**src/rtl/rtsnoc_pkg.sv**
```systemverilog
// +----------------------------------------------------------------------+
// | rtsnoc_pkg -- RTSNoC packet type codes and flit field geometry        |
// | Revision: 1.0                                                          |
// +----------------------------------------------------------------------+
`default_nettype none

package rtsnoc_pkg;

  typedef enum logic [2:0] {
    PKT_WRITE = 3'd0,
    PKT_READ  = 3'd1,
    PKT_INT   = 3'd2,
    PKT_ERR   = 3'd3,
    PKT_OK    = 3'd4
  } pkt_type_e;

  localparam int PKT_TYPE_W  = 3;
  localparam int PKT_SEL_W   = 4;
  localparam int NOC_LOCAL_W = 3;

  // One router address: {X, Y, local}
  function automatic int noc_hdr_w(input int sx, input int sy);
    return sx + sy + NOC_LOCAL_W;
  endfunction

  // Flit = {origin addr, destination addr, payload}
  function automatic int noc_bus_size(input int dw, input int sx, input int sy);
    return dw + 2 * noc_hdr_w(sx, sy);
  endfunction

  function automatic int noc_dst_lsb(input int dw);
    return dw;
  endfunction

  function automatic int noc_org_lsb(input int dw, input int sx, input int sy);
    return dw + noc_hdr_w(sx, sy);
  endfunction

endpackage

`default_nettype wire

```
**src/rtl/wb_rtsnoc_bridge_rx.sv**
```systemverilog
// +----------------------------------------------------------------------+
// | wb_rtsnoc_rx -- RX flit capture, origin filter and interrupt detect    |
// | Revision: 1.0                                                          |
// +----------------------------------------------------------------------+
`default_nettype none

module wb_rtsnoc_rx
  import rtsnoc_pkg::*;
#(
  parameter int DW         = 32,
  parameter int SX         = 1,
  parameter int SY         = 1,
  parameter int LOCAL_TGT  = 0,
  parameter int X_TGT      = 0,
  parameter int Y_TGT      = 0,
  localparam int BUS       = noc_bus_size(DW, SX, SY)
) (
  input  logic           clk_i,
  input  logic           rst_i,
  input  logic [BUS-1:0] noc_dout_i,
  input  logic           noc_nd_i,
  output logic           noc_rd_o,
  output logic           noc_int_o,
  output logic           rsp_valid_o,
  output logic [2:0]     rsp_type_o,
  output logic [DW-1:0]  rsp_data_o
);

  localparam int HW      = noc_hdr_w(SX, SY);
  localparam int ORG_LSB = noc_org_lsb(DW, SX, SY);
  localparam int DST_LSB = noc_dst_lsb(DW);
  localparam logic [HW-1:0] ACCEPT_ORG =
    {SX'(X_TGT), SY'(Y_TGT), NOC_LOCAL_W'(LOCAL_TGT)};

  logic              rd_q, rd_d;
  logic [HW-1:0]     org_q, org_d;
  logic [DW-1:0]     pay_q, pay_d;
  logic              org_ok;
  logic              int_clean;
  logic [HW-1:0]     dst_unused;

  assign dst_unused = noc_dout_i[DST_LSB +: HW];

  // One read strobe per flit: the strobe itself blocks the next capture.
  always_comb begin
    rd_d  = noc_nd_i & ~rd_q;
    org_d = org_q;
    pay_d = pay_q;
    if (rd_d) begin
      org_d = noc_dout_i[ORG_LSB +: HW];
      pay_d = noc_dout_i[DW-1:0];
    end
  end

  always_ff @(posedge clk_i or posedge rst_i) begin
    if (rst_i) begin
      rd_q  <= 1'b0;
      org_q <= '0;
      pay_q <= '0;
    end else begin
      rd_q  <= rd_d;
      org_q <= org_d;
      pay_q <= pay_d;
    end
  end

  assign org_ok    = (org_q == ACCEPT_ORG);
  assign int_clean = (pay_q[DW-1 -: PKT_TYPE_W] == PKT_INT) &&
                     (pay_q[DW-PKT_TYPE_W-1:0] == '0);

  assign noc_rd_o    = rd_q;
  assign noc_int_o   = rd_q & org_ok & int_clean;
  assign rsp_valid_o = rd_q & org_ok & ~int_clean;
  assign rsp_type_o  = pay_q[DW-1 -: PKT_TYPE_W];
  assign rsp_data_o  = pay_q;

endmodule

`default_nettype wire

```
**src/rtl/wb_rtsnoc_bridge.sv**
```systemverilog
// +----------------------------------------------------------------------+
// | wb_rtsnoc_bridge -- Wishbone classic slave to RTSNoC command bridge    |
// | Revision: 1.0                                                          |
// +----------------------------------------------------------------------+
`default_nettype none

module wb_rtsnoc_bridge
  import rtsnoc_pkg::*;
#(
  parameter int WB_ADDR_WIDTH     = 6,
  parameter int WB_NOC_DATA_WIDTH = 32,
  parameter int NOC_LOCAL_ADR     = 0,
  parameter int NOC_X             = 0,
  parameter int NOC_Y             = 0,
  parameter int NOC_LOCAL_ADR_TGT = 0,
  parameter int NOC_X_TGT         = 0,
  parameter int NOC_Y_TGT         = 0,
  parameter int SOC_SIZE_X        = 1,
  parameter int SOC_SIZE_Y        = 1,
  parameter int WRITE_ACK         = 0,
  parameter int TIMEOUT_CYCLES    = 1024,
  localparam int NOC_BUS_SIZE     = noc_bus_size(WB_NOC_DATA_WIDTH, SOC_SIZE_X, SOC_SIZE_Y)
) (
  input  logic                         clk_i,
  input  logic                         rst_i,
  input  logic                         wb_cyc_i,
  input  logic                         wb_stb_i,
  input  logic                         wb_we_i,
  input  logic [WB_ADDR_WIDTH-1:0]     wb_adr_i,
  input  logic [3:0]                   wb_sel_i,
  input  logic [WB_NOC_DATA_WIDTH-1:0] wb_dat_i,
  output logic [WB_NOC_DATA_WIDTH-1:0] wb_dat_o,
  output logic                         wb_ack_o,
  output logic                         wb_err_o,
  output logic                         noc_int_o,
  output logic [NOC_BUS_SIZE-1:0]      noc_din_o,
  output logic                         noc_wr_o,
  output logic                         noc_rd_o,
  input  logic [NOC_BUS_SIZE-1:0]      noc_dout_i,
  input  logic                         noc_wait_i,
  input  logic                         noc_nd_i
);

  localparam int DW = WB_NOC_DATA_WIDTH;
  localparam int HW = noc_hdr_w(SOC_SIZE_X, SOC_SIZE_Y);
  localparam logic [2*HW-1:0] TX_HDR = {
    SOC_SIZE_X'(NOC_X),     SOC_SIZE_Y'(NOC_Y),     NOC_LOCAL_W'(NOC_LOCAL_ADR),
    SOC_SIZE_X'(NOC_X_TGT), SOC_SIZE_Y'(NOC_Y_TGT), NOC_LOCAL_W'(NOC_LOCAL_ADR_TGT)
  };

  typedef enum logic [2:0] {
    S_IDLE      = 3'd0,
    S_TX_CMD    = 3'd1,
    S_TX_DATA   = 3'd2,
    S_WAIT_RSP  = 3'd3,
    S_WAIT_DATA = 3'd4,
    S_DONE      = 3'd5
  } state_e;

  state_e                  state_q, state_d;
  logic [NOC_BUS_SIZE-1:0] din_q, din_d;
  logic                    wr_q, wr_d;
  logic [DW-1:0]           dat_q, dat_d;
  logic                    ack_q, ack_d;
  logic                    err_q, err_d;
  logic                    we_q, we_d;
  logic                    done_err_q, done_err_d;
  logic [DW-1:0]           cmd_payload;
  logic                    timeout_hit;

  logic                    rsp_valid;
  logic [2:0]              rsp_type;
  logic [DW-1:0]           rsp_data;

  wb_rtsnoc_rx #(
    .DW        (DW),
    .SX        (SOC_SIZE_X),
    .SY        (SOC_SIZE_Y),
    .LOCAL_TGT (NOC_LOCAL_ADR_TGT),
    .X_TGT     (NOC_X_TGT),
    .Y_TGT     (NOC_Y_TGT)
  ) u_rx (
    .clk_i       (clk_i),
    .rst_i       (rst_i),
    .noc_dout_i  (noc_dout_i),
    .noc_nd_i    (noc_nd_i),
    .noc_rd_o    (noc_rd_o),
    .noc_int_o   (noc_int_o),
    .rsp_valid_o (rsp_valid),
    .rsp_type_o  (rsp_type),
    .rsp_data_o  (rsp_data)
  );

  // Command payload: {type, sel, zero fill, word address}
  always_comb begin
    cmd_payload = '0;
    cmd_payload[DW-1 -: PKT_TYPE_W] = wb_we_i ? PKT_WRITE : PKT_READ;
    cmd_payload[DW-PKT_TYPE_W-1 -: PKT_SEL_W] = wb_sel_i;
    cmd_payload[WB_ADDR_WIDTH-1:0] = wb_adr_i;
  end

  always_comb begin
    state_d    = state_q;
    din_d      = din_q;
    wr_d       = 1'b0;
    dat_d      = dat_q;
    ack_d      = 1'b0;
    err_d      = 1'b0;
    we_d       = we_q;
    done_err_d = done_err_q;
    case (state_q)
      S_IDLE: begin
        // The ack/err cycle still sees the old stb, so it must not restart.
        if (wb_cyc_i && wb_stb_i && !ack_q && !err_q) begin
          din_d   = {TX_HDR, cmd_payload};
          wr_d    = 1'b1;
          we_d    = wb_we_i;
          state_d = S_TX_CMD;
        end
      end
      S_TX_CMD: begin
        if (!noc_wait_i) begin
          if (we_q) begin
            din_d   = {TX_HDR, wb_dat_i};
            wr_d    = 1'b1;
            state_d = S_TX_DATA;
          end else begin
            state_d = S_WAIT_RSP;
          end
        end
      end
      S_TX_DATA: begin
        if (!noc_wait_i) begin
          if (WRITE_ACK != 0) begin
            state_d = S_WAIT_RSP;
          end else begin
            done_err_d = 1'b0;
            state_d    = S_DONE;
          end
        end
      end
      S_WAIT_RSP: begin
        if (rsp_valid && rsp_type == PKT_OK) begin
          if (we_q) begin
            done_err_d = 1'b0;
            state_d    = S_DONE;
          end else begin
            state_d = S_WAIT_DATA;
          end
        end else if ((rsp_valid && rsp_type == PKT_ERR) || timeout_hit) begin
          done_err_d = 1'b1;
          state_d    = S_DONE;
        end
      end
      S_WAIT_DATA: begin
        if (rsp_valid) begin
          dat_d      = rsp_data;
          done_err_d = 1'b0;
          state_d    = S_DONE;
        end else if (timeout_hit) begin
          done_err_d = 1'b1;
          state_d    = S_DONE;
        end
      end
      S_DONE: begin
        ack_d   = ~done_err_q;
        err_d   = done_err_q;
        state_d = S_IDLE;
      end
      default: state_d = S_IDLE;
    endcase
  end

  always_ff @(posedge clk_i or posedge rst_i) begin
    if (rst_i) begin
      state_q    <= S_IDLE;
      din_q      <= '0;
      wr_q       <= 1'b0;
      dat_q      <= '0;
      ack_q      <= 1'b0;
      err_q      <= 1'b0;
      we_q       <= 1'b0;
      done_err_q <= 1'b0;
    end else begin
      state_q    <= state_d;
      din_q      <= din_d;
      wr_q       <= wr_d;
      dat_q      <= dat_d;
      ack_q      <= ack_d;
      err_q      <= err_d;
      we_q       <= we_d;
      done_err_q <= done_err_d;
    end
  end

  generate
    if (TIMEOUT_CYCLES > 0) begin : g_timeout
      localparam int CNT_W = (TIMEOUT_CYCLES > 1) ? $clog2(TIMEOUT_CYCLES) : 1;
      logic [CNT_W-1:0] cnt_q, cnt_d;

      always_comb begin
        cnt_d = cnt_q;
        if ((state_d == S_WAIT_RSP || state_d == S_WAIT_DATA) && state_d != state_q) begin
          cnt_d = '0;
        end else if (state_q == S_WAIT_RSP || state_q == S_WAIT_DATA) begin
          cnt_d = cnt_q + CNT_W'(1);
        end
      end

      always_ff @(posedge clk_i or posedge rst_i) begin
        if (rst_i) cnt_q <= '0;
        else       cnt_q <= cnt_d;
      end

      assign timeout_hit = (cnt_q == CNT_W'(TIMEOUT_CYCLES - 1));
    end else begin : g_no_timeout
      assign timeout_hit = 1'b0;
    end
  endgenerate

  assign wb_dat_o  = dat_q;
  assign wb_ack_o  = ack_q;
  assign wb_err_o  = err_q;
  assign noc_din_o = din_q;
  assign noc_wr_o  = wr_q;

endmodule

`default_nettype wire
```
**config.mk**
```make
export PLATFORM = sky130hd
export DESIGN_NAME = wb_rtsnoc_bridge
export DESIGN_NICKNAME = d
export VERILOG_FILES = /design/src/rtl/rtsnoc_pkg.sv /design/src/rtl/wb_rtsnoc_bridge_rx.sv /design/src/rtl/wb_rtsnoc_bridge.sv
export SDC_FILE = /design/constraint.sdc
export NUM_CORES = 1
export LEC_CHECK = 0
export BUFFER_PORTS_ARGS = -buffer_cell sky130_fd_sc_hd__buf_2
export CAP_MARGIN = 20
export CORE_ASPECT_RATIO = 0.7
export CORE_MARGIN = 10
export CORE_UTILIZATION = 40
export CTS_CLUSTER_SIZE = 14
export DETAILED_ROUTE_END_ITERATION = 10
export PLACE_DENSITY = 0.65
export RECOVER_POWER = 100
export SLEW_MARGIN = 30
export SYNTH_ARGS = -nofsm -noshare
export SYNTH_HDL_FRONTEND = slang
export SYNTH_HIERARCHICAL = 1
export SYNTH_SLANG_ARGS = --single-unit
```
**constraint.sdc**
```tcl
create_clock -name clk_i -period 2.8 [get_ports clk_i]
set_clock_uncertainty 0.15 [all_clocks]
set_input_delay 0 -clock clk_i [delete_from_list [all_inputs] [get_ports clk_i]]
set_output_delay 0 -clock clk_i [all_outputs]
set_load 0.05 [all_outputs]
```
==> reports/metrics.csv <==
stage,metric,value,unit
outcome,violated checks,"capacitance limit, slew limit",
worst_hold_path,hold depth,4,
global_route,antenna violations before repair,1,
final_layout,design area,0.00745,mm^2
drt,Post-Route WL,14200,um
timing,final hold vios,0,
placed_design,Area after DPL,0.00619,mm^2
die,CORE AREA,0.0131,mm^2
timing,fmax,0.395,GHz
power,pwr dens,957,mW/mm^2
timing,Max Slew Vio Count,72,
timing,minimum clock period,2.53,ns
drt,DRC viols,0,
setup_path,crit start category,register,
drt,Pre-antenna DRT Iters,4,
yosys,list of most frequent post-synthesis cells,"120 x dfrtp_1, 50 x mux2_2, 21 x a22o_1",
setup_path,Worst EP required,2.89,ns
timing,RSZ-0062 raised after global routing,no,
placed_design,GP Congestion,0.809,
yosys,"Top FF cell, synth",dfrtp_1,
clocking,CTS max path bufs,2,
flow_run,number of max-cap violations,2,
setup_path,Worst path top cell family by delay,buffers and inverters,
die,Die W,157,um
final_layout,layout cells sized above 1,0.300,
die,Starting Density,0.405,
yosys,Seq cells post-synth,120,
yosys,Cells after Synth,383,
die,placement row count,35,
setup_path,Crit. End Element,register,
setup_path,Register-to-Register Path Depth,6,
setup_path,Crit Path Category,register to register,
yosys,Post-synth EDFFs,0,
yosys,register area share after synthesis,0.568,
setup_path,critical-path maximum fanout,14,
placed_design,number of instances in the placed design,690,
yosys,cell taking the most area after synthesis,dfrtp_1,
setup_path,Critical-path top delay cell,dfrtp_1,
die,die area,0.0183,mm^2
global_route,Tot GR Track Use,0.157,
clocking,Clk Tree Root Cell,clkbuf_16,
final_layout,Final Core Density,0.571,
placed_design,Port Buffers,154,
setup_path,CP Data Arrival Time,2.62,ns
drt,Starting DRT DRC Count,209,
worst_hold_path,Worst Hold Class,primary input to register,
timing,Worst Tran Pin Value,2.07,ns
global_route,GR Overflow Total,0,
final_layout,area growth from synthesis to layout,40.8,%
setup_path,Crit path depth,6,
setup_path,Worst Path Buf+Inv,2,
final_layout,Layout Nets,725,
clocking,clk slew on worst S/H paths,0.05,ns
yosys,synthesized area,0.00529,mm^2
timing,Slew HR,-0.380,
power,Pwr Total,0.00713,W
setup_path,CP Cell Sequence,nand2b_1 > nor2_1 > clkbuf_2 > mux2i_1 > dlygate4sd3_1 > a21oi_1,
setup_path,end point of the critical path,noc_din_o[27],
die,Die Y,116,um
clocking,H-tree Lvls,4,
setup_path,Worst R2R End,noc_din_o[27],
clocking,CTS Buf Count,17,
global_route,first-pass GRT wire length,22600,um
placed_design,dpl hpwl,9260,um
clocking,TritonCTS Sinks,120,
yosys,async set or reset register ratio after synthesis,1.00,
global_route,largest net degree at the start of global routing,51,
timing,setup_tns,0,ns
final_layout,number of fill cells,1118,
yosys,most frequent cell after synthesis,dfrtp_1,
outcome,status,"complete, but fails checks",
clocking,post-CTS setup buffer count,0,
clocking,"Clk Latency, worst-skew pair",0.40,ns
setup_path,reg2reg start,state_q[0],
setup_path,Crit. Startpoint,state_q[0],
power,Peak VDD IR,0.000783,V
global_route,vias in the first global route,4408,
power,LEAKAGE,3.48,nW
drt,DR WL/cell,17.5,um
clocking,TritonCTS clock tree,yes,
final_layout,Post-Layout Cell Count,815,
die,Ports,170,
yosys,share of the synthesized area in the top cell type,0.568,
yosys,post-synth cell types,56,
setup_path,"Largest stage delay, worst path",0.63,ns
yosys,Area contributors post-synth,"dfrtp_1 57%, mux2_2 11%, mux2_4 5.4%",
drt,Vias,4013,
drt,routed vias/inst,4.92,
timing,final period utilization,0.903,
setup_path,R2R Setup Slk,0.27,ns
yosys,synthesized area per cell,13.8,um^2
yosys,YS warnings,6,
drt,post-route ant nets,0,
timing,final setup fails,0,
worst reg2reg max path: cells and delay by family, from the launching register on:
kind	cells	cell delay (ns)
flip-flops	1	0.63
AND/OR/NAND/NOR	2	0.28
multiplexers	1	0.28
AO/OA/AOI/OAI	1	0.08
buffers and inverters	2	0.96
routing by layer:
metal	share of wire	GRT usage	up-vias	routed length, um
met5	0	0	-	0
met4	0.016	0.0634	0	230
met3	0.062	0.0508	20	882
met2	0.49	0.257	141	7010
met1	0.43	0.188	1974	6120
li1	-	-	1878	-
report_power, final:
part	internal [W]	switching (W)
Clock	0.00136	0.000761
Combinational	0.000838	0.00172
Sequential	0.00214	0.000328
Total	0.00433	0.00280
sequential cells by signal, summed over array words and instances, names as in the netlist:
signal           flops
we_q                 1
u_rx/noc_rd_o        1
u_rx/org_q           5
wb_err_o             1
done_err_q           1
g_timeout.cnt_q     10
wb_ack_o             1
noc_din_o           32
noc_wr_o             1
u_rx/rsp_data_o     32
wb_dat_o            32
state_q              3
per-stage QoR:
step | setup WS (ns) | hold WS (ns)
2_1_floorplan | 0.130 | -0.00990
3_3_place_gp | 0.346 | -0.0585
3_5_place_dp | 0.308 | -0.0548
4_1_cts | 0.274 | 0.0603
5_1_grt | 0.0778 | 0.139
6_report | 0.271 | 0.142
area by class of cell:
cell class	count	area [um^2]	share of cell area
Antenna cell	3	7.51	0.00101
Multi-Input combinational cell	232	1960	0.263
Tap cell	166	208	0.0279
Inverter	8	31.3	0.00420
Timing Repair Buffer	254	1660	0.223
Sequential cell	120	3000	0.403
Clock inverter	11	123	0.0165
Clock buffer	21	460	0.0618
kinds of logic (layout without fill, tap and decap cells):
family	Yosys count	in the layout	share of synthesized area
muxes	81	81	0.183
other	1	13	0.000709
xor gates and xnor gates	9	9	0.0149
buffers and inverters	40	294	0.0499
DFF	120	120	0.568
AOI/OAI and AO/OA	52	52	0.0818
adders and majority gates	1	1	0.00236
and+or+nand+nor	79	79	0.0996
layout by cell type, fill, tap and decap left out, types with 8 or more instances in the layout:
cell,synthesis,routed
dlygate4sd3_1,0,90
nor2_1,15,15
nand2_1,10,10
mux2i_1,11,11
mux2_1,1,19
a21oi_1,13,13
nor4_1,8,8
a22o_1,21,21
buf_2,8,84
clkbuf_16,0,17
conb_1,1,10
dfrtp_1,120,120
clkbuf_1,5,73
mux2_2,50,50
how the worst min path moves through the flow:
stage	start	endpoint	slack, ns
6_report	wb_stb_i	state_q[0]	0.14
5_1_grt	wb_stb_i	state_q[0]	0.14
4_1_cts	rst_i	wb_dat_o[8]	0.06
3_5_place_dp	rst_i	wb_dat_o[8]	-0.05
3_3_place_gp	rst_i	wb_dat_o[8]	-0.06
2_1_floorplan	wb_dat_i[10]	noc_din_o[10]	-0.01
repair_timing:
action | CTS | global route
hold buffers | 90 | 0
resized for setup | 0 | 0
hold endpoints to repair | 192 | 0
Power figures use the tool's default switching activity.
